## src/rtl/cam_pixel_streamer.sv

```systemverilog
// ---------------------------------------------------------------------------
// cam_pixel_streamer
//   Streams one frame out of a frame memory in raster order. It issues one
//   read per pixel, inserts HBLANK idle cycles between lines, and presents
//   each returned pixel on cam_*_o with a one-cycle cam_done_o strobe. The
//   strobe appears two cycles after the matching read.
//
//   Optional feature: define CAM_STREAM_TESTPAT_EN to add test_pat_i. When
//   test_pat_i is high at start_i, the frame is a generated pattern:
//   R=col, G=row, B=col^row. No memory reads are issued, but timing and
//   strobes stay the same as a memory frame.
//
// Ports
//   clk          single clock, rising edge
//   rst          asynchronous reset, active low
//   start_i      one-cycle frame request; honoured only when idle
//   test_pat_i   (CAM_STREAM_TESTPAT_EN only) pattern select, sampled at start
//   mem_rd_o     frame memory read strobe
//   mem_addr_o   frame memory read address (0 when not reading)
//   mem_data_i   read data {R,G,B}, valid the cycle after mem_rd_o
//   cam_*_o      pixel colour, held between strobes
//   cam_done_o   pixel valid strobe
//   busy_o       frame in progress
//   frame_done_o strobe with the last cam_done_o of the frame
// ---------------------------------------------------------------------------
module cam_pixel_streamer #(
  parameter int IMG_W  = 640,
  parameter int IMG_H  = 480,
  parameter int HBLANK = 4,
  parameter int ADDR_W = 19
) (
  input  logic              clk,
  input  logic              rst,
  input  logic              start_i,
`ifdef CAM_STREAM_TESTPAT_EN
  input  logic              test_pat_i,
`endif
  output logic              mem_rd_o,
  output logic [ADDR_W-1:0] mem_addr_o,
  input  logic [23:0]       mem_data_i,
  output logic [7:0]        cam_red_o,
  output logic [7:0]        cam_green_o,
  output logic [7:0]        cam_blue_o,
  output logic              cam_done_o,
  output logic              busy_o,
  output logic              frame_done_o
);

  localparam int CW = (IMG_W > 1) ? $clog2(IMG_W) : 1;
  localparam int RW = (IMG_H > 1) ? $clog2(IMG_H) : 1;
  localparam logic [CW-1:0] COL_LAST = CW'(IMG_W - 1);
  localparam logic [RW-1:0] ROW_LAST = RW'(IMG_H - 1);

  typedef enum logic [1:0] {S_IDLE, S_LINE, S_HBLANK, S_DRAIN} state_e;

  state_e            state_q, state_d;
  logic [CW-1:0]     col_q, col_d;
  logic [RW-1:0]     row_q, row_d;
  logic [ADDR_W-1:0] addr_q, addr_d;
  logic [7:0]        cnt_q, cnt_d;     // shared by HBLANK and DRAIN waits
  logic              pix_vld;          // a pixel is issued this cycle
  logic              pix_last;         // ... and it is the final one of the frame

  // Read pipeline: stage 1 = data returning from memory, stage 2 = on outputs
  logic [2:1]        vld_pipe_q, vld_pipe_d;
  logic [2:1]        last_pipe_q, last_pipe_d;
  logic [23:0]       cam_q, cam_d;
  logic [23:0]       pix_src;

`ifdef CAM_STREAM_TESTPAT_EN
  logic              pat_q, pat_d;
  logic [23:0]       pat_pix_q, pat_pix_d;
  logic [7:0]        col8, row8;
`endif

  // ---------------- frame sequencing FSM ----------------
  always_ff @(posedge clk or negedge rst) begin
    if (!rst) begin
      state_q <= S_IDLE;
      col_q   <= '0;
      row_q   <= '0;
      addr_q  <= '0;
      cnt_q   <= '0;
    end else begin
      state_q <= state_d;
      col_q   <= col_d;
      row_q   <= row_d;
      addr_q  <= addr_d;
      cnt_q   <= cnt_d;
    end
  end

  always_comb begin
    state_d  = state_q;
    col_d    = col_q;
    row_d    = row_q;
    addr_d   = addr_q;
    cnt_d    = cnt_q;
    pix_vld  = 1'b0;
    pix_last = 1'b0;
    case (state_q)
      S_IDLE: begin
        if (start_i) begin
          state_d = S_LINE;
          col_d   = '0;
          row_d   = '0;
          addr_d  = '0;
        end
      end
      S_LINE: begin
        pix_vld = 1'b1;
        addr_d  = addr_q + 1'b1;
        if (col_q == COL_LAST) begin
          col_d = '0;
          if (row_q == ROW_LAST) begin
            pix_last = 1'b1;
            state_d  = S_DRAIN;
            cnt_d    = 8'd1;             // two drain cycles
          end else begin
            row_d   = row_q + 1'b1;
            state_d = S_HBLANK;
            cnt_d   = 8'(HBLANK - 1);    // HBLANK idle cycles
          end
        end else begin
          col_d = col_q + 1'b1;
        end
      end
      S_HBLANK: begin
        if (cnt_q == 8'd0) state_d = S_LINE;
        else               cnt_d   = cnt_q - 1'b1;
      end
      S_DRAIN: begin
        if (cnt_q == 8'd0) state_d = S_IDLE;
        else               cnt_d   = cnt_q - 1'b1;
      end
      default: state_d = S_IDLE;
    endcase
  end

  // ---------------- test pattern source (optional) ----------------
`ifdef CAM_STREAM_TESTPAT_EN
  assign col8 = 8'(col_q);
  assign row8 = 8'(row_q);

  always_comb begin
    pat_d     = pat_q;
    pat_pix_d = pat_pix_q;
    if (state_q == S_IDLE && start_i) pat_d = test_pat_i;
    // Captured alongside the read so it lines up with memory data in stage 1
    if (pix_vld) pat_pix_d = {col8, row8, col8 ^ row8};
  end

  always_ff @(posedge clk or negedge rst) begin
    if (!rst) begin
      pat_q     <= 1'b0;
      pat_pix_q <= '0;
    end else begin
      pat_q     <= pat_d;
      pat_pix_q <= pat_pix_d;
    end
  end

  assign mem_rd_o = pix_vld & ~pat_q;
  assign pix_src  = pat_q ? pat_pix_q : mem_data_i;
`else
  assign mem_rd_o = pix_vld;
  assign pix_src  = mem_data_i;
`endif

  assign mem_addr_o = mem_rd_o ? addr_q : '0;

  // ---------------- read pipeline ----------------
  always_comb begin
    vld_pipe_d  = {vld_pipe_q[1], pix_vld};
    last_pipe_d = {last_pipe_q[1], pix_last};
    cam_d       = vld_pipe_q[1] ? pix_src : cam_q;
  end

  always_ff @(posedge clk or negedge rst) begin
    if (!rst) begin
      vld_pipe_q  <= '0;
      last_pipe_q <= '0;
      cam_q       <= '0;
    end else begin
      vld_pipe_q  <= vld_pipe_d;
      last_pipe_q <= last_pipe_d;
      cam_q       <= cam_d;
    end
  end

  assign cam_red_o    = cam_q[23:16];
  assign cam_green_o  = cam_q[15:8];
  assign cam_blue_o   = cam_q[7:0];
  assign cam_done_o   = vld_pipe_q[2];
  assign frame_done_o = vld_pipe_q[2] & last_pipe_q[2];
  assign busy_o       = (state_q != S_IDLE);

endmodule
```

## config.mk

```make
export PLATFORM = sky130hd
export DESIGN_NAME = cam_pixel_streamer
export DESIGN_NICKNAME = d
export VERILOG_FILES = /design/src/rtl/cam_pixel_streamer.sv
export SDC_FILE = /design/constraint.sdc
export NUM_CORES = 1
export LEC_CHECK = 0
export ABC_AREA = 1
export CAP_MARGIN = 20
export CORE_AREA = 2 2 117 119
export CTS_BUF_LIST = sky130_fd_sc_hd__clkbuf_16
export DETAILED_ROUTE_END_ITERATION = 10
export DIE_AREA = 0 0 119 121
export PLACE_DENSITY = 0.62
export SYNTH_ARGS = -nofsm -noshare
export SYNTH_HDL_FRONTEND = slang
export SYNTH_SLANG_ARGS = --single-unit
```

## constraint.sdc

```tcl
create_clock -name clk -period 1.7 [get_ports clk]
set_clock_uncertainty 0.05 [all_clocks]
set_input_delay 0.17 -clock clk [delete_from_list [all_inputs] [get_ports clk]]
set_output_delay 0.17 -clock clk [all_outputs]
set_load 0.02 [all_outputs]
```

==> out/metrics.yaml <==
synth_area_leaders: "dfrtp_1, nand2_1, nand3_1"
ys_seq_area_share_pct: 47.9
clock_latency_ps: 340
critPathLaunchType: "flop"
ys_top_cells_by_count: "nand2_1, dfrtp_1, nor2_1"
synth_seq_cells: 76
gp_congestion: 0.876
crit_required_ps: 1480
vdd_drop_max_v: 0.000496
crit_slowest_cell: "dfrtp_1"
wl_per_cell_um: 12.0
num-fill-cells: 1267
grt_max_degree: 34
fp.dieArea_um2: 14400
placed_cells: 745
clock.fmax_ghz: 0.618
wl_um: 9150
worstHoldPathType: "in -> async"
path_delay_family: "buffers and inverters"
fin_area_um2: 5370
grt_pass1_wl_um: 15900
die_w_um: 119
rsz0062_at_grt: "no"
areaGrowthSynthToFinish_pct: 35.3
cp_cell_sequence: "inv_2 > nor2_4 > buf_4 > clkdlybuf4s15_1"
drtIter0Drc: 191
cp_max_fo: 4
worst_pin_slew_ps: 365
numCtsBuffers: 9
arrival_ps: 1400
cap_violations: 0
fin_crit_ps: 1620
drc: 0
mappedNetlistArea_um2: 3970
status: "completed"
p_leak_nw: 2.48
hold_viol_final: 0
vias: 3566
htree_levels: 3
async_reset_ff_share_pct: 100
drive_above_1_share_pct: 19.9
clockBufferDepth: 2
path_class: "reg -> out"
antenna_found_initial: 0
overflow: 0
cts-root-buf: "clkbuf_16"
grt_usage_pct: 13.5
crit_buf_inv: 3
synth_edf_count: 0
num_rows: 42
cts_tree: "built"
yosysWarnings: 0
critPathMaxStageDelay_ps: 370
dp_hpwl_um: 6780
cts.sinks: 76
synth_flop_cell: "dfrtp_1"
viasPerCell: 4.66
layout.nets: 617
critPathCaptureType: "primary output"
first_global_vias: 3439
syn_area_per_cell_um2: 8.25
setup_viol: 0
relSlewSlack_pct: 75.6
stdcell_count: 765
dpl_cell_area_um2: 5060
first_pass_iters: 4
synthCells: 481
power_density_nw_per_um2: 1370
ios: 74
diodes: 0
yosysTopAreaCell: "dfrtp_1"
synth.net_count: 513
start_util_pct: 30.3
maxSlewViolCount: 0
die_h_um: 121
synth_most_common_cell: "nand2_1"
synth_top_area_share_pct: 47.9
antenna_left: 0
timing.final.crit_share_pct: 95.2
clk_pin_slew_worst_paths_ps: 60
fin_util_pct: 41.0
port_buffers: 73
tns_ps: 0
core_um2: 13100
power_mw: 7.36
synth.distinct_cells: 33
cells in the final DEF, fill, tap and decap left out, drive strengths merged:
| cell type | synthesis | layout |
|---|---|---|
| clkdlybuf4s50 | 0 | 51 |
| bufinv | 0 | 2 |
| nand3 | 60 | 60 |
| nand4 | 5 | 5 |
| clkdlybuf4s15 | 0 | 1 |
| dfrtp | 76 | 76 |
| xor2 | 6 | 6 |
| nand3b | 2 | 2 |
| nor2 | 62 | 62 |
| xnor2 | 2 | 2 |
| clkbuf | 1 | 17 |
| o21ai | 28 | 28 |
| o31ai | 1 | 1 |
| dlygate4sd3 | 0 | 1 |
| buf | 9 | 41 |
| o22ai | 3 | 3 |
| a31oi | 2 | 2 |
| clkinvlp | 0 | 2 |
| inv | 62 | 63 |
| ha | 5 | 5 |
| nand2 | 111 | 112 |
| nor3 | 11 | 11 |
| a22oi | 3 | 3 |
| o211ai | 1 | 1 |
| mux2 | 24 | 24 |
| a21oi | 6 | 6 |
| clkinv | 0 | 1 |
| nor3b | 1 | 1 |
metrics by stage:
stage          worst slack (ps)  hold WS (ps)
6_report                   81.8           247
5_1_grt                    4.86           277
4_1_cts                   -5.25           243
3_5_place_dp              -71.8          62.7
3_3_place_gp              -2.80          58.7
2_1_floorplan               218          -176
timing repair:
item	in CTS	in global routing
setup buffers	0	3
endpoints found under the hold margin	25	0
gates resized for setup	57	30
gates cloned	0	1
endpoints found under the setup margin	21	40
hold buffers	1	0
pin swaps	0	3
worst paths after layout:
| kind | start | end | slack [ps] | cells after the start |
|---|---|---|---|---|
| max in group asynchronous | rst | addr_q[14]$_DFFE_PN0P_ | 780 | 3 |
| setup reg to reg | row_q[1]$_DFFE_PN0P_ | row_q[8]$_DFFE_PN0P_ | 100 | 10 |
| min in group clk | last_pipe_q[1]$_DFF_PN0_ | last_pipe_q[2]$_DFF_PN0_ | 300 | 0 |
| hold / removal | rst | cam_q[5]$_DFFE_PN0P_ | 250 | 2 |
| setup / recovery | state_q[0]$_DFFE_PN0P_ | mem_rd_o | 80 | 4 |
| hold reg to reg | last_pipe_q[1]$_DFF_PN0_ | last_pipe_q[2]$_DFF_PN0_ | 300 | 0 |
registers in the layout, summed over array words and instances, names as in the netlist:
register	flops
cam_q	24
addr_q	19
col_q	10
row_q	9
cnt_q	8
last_pipe_q	2
state_q	2
vld_pipe_q	2
metal layers:
metal	global-route usage, %	part of all wire [%]
met5	0	0
met4	3.72	1.1
met2	22.4	48
met1	17.2	46
met3	4.04	4.7
worst reg2reg max path: stages (launching register included):
cell and delay [ps]:
dfrtp_1 400, ha_1 210, nand2_1 110, buf_4 160, nor2_1 200, nand2_1 80
nand2_1 60, nand2_1 40, nor2_1 90, nand3_1 80, nand2_1 70
power by group:
group | leakage [nW] | switching (mW) | internal (mW)
clock | 0.148 | 0.741 | 1.28
sequential | 0.993 | 0.242 | 2.23
combinational | 1.34 | 1.53 | 1.34
layout make-up:
cell class | instances | area, um^2 | share of cell area (%)
multi-input cells | 334 | 1820 | 33.9
flip-flops and latches | 76 | 1900 | 35.4
well taps | 176 | 220 | 4.10
clock buffers | 9 | 225 | 4.20
clock inverters | 6 | 88.8 | 1.66
inverters | 62 | 238 | 4.43
repair buffers | 102 | 873 | 16.3
cell families (layout without fill, tap and decap cells):
| family | Yosys count | count (layout) | share of synthesized area, % |
|---|---|---|---|
| muxes | 24 | 24 | 6.81 |
| xor gates and xnor gates | 8 | 8 | 1.77 |
| buffers and inverters | 72 | 179 | 7.22 |
| and+or+nand+nor | 252 | 253 | 28.2 |
| DFF | 76 | 76 | 47.9 |
| AOI/OAI and AO/OA | 44 | 44 | 6.50 |
| adders and majority gates | 5 | 5 | 1.58 |
(Power assumes the default switching activity.)
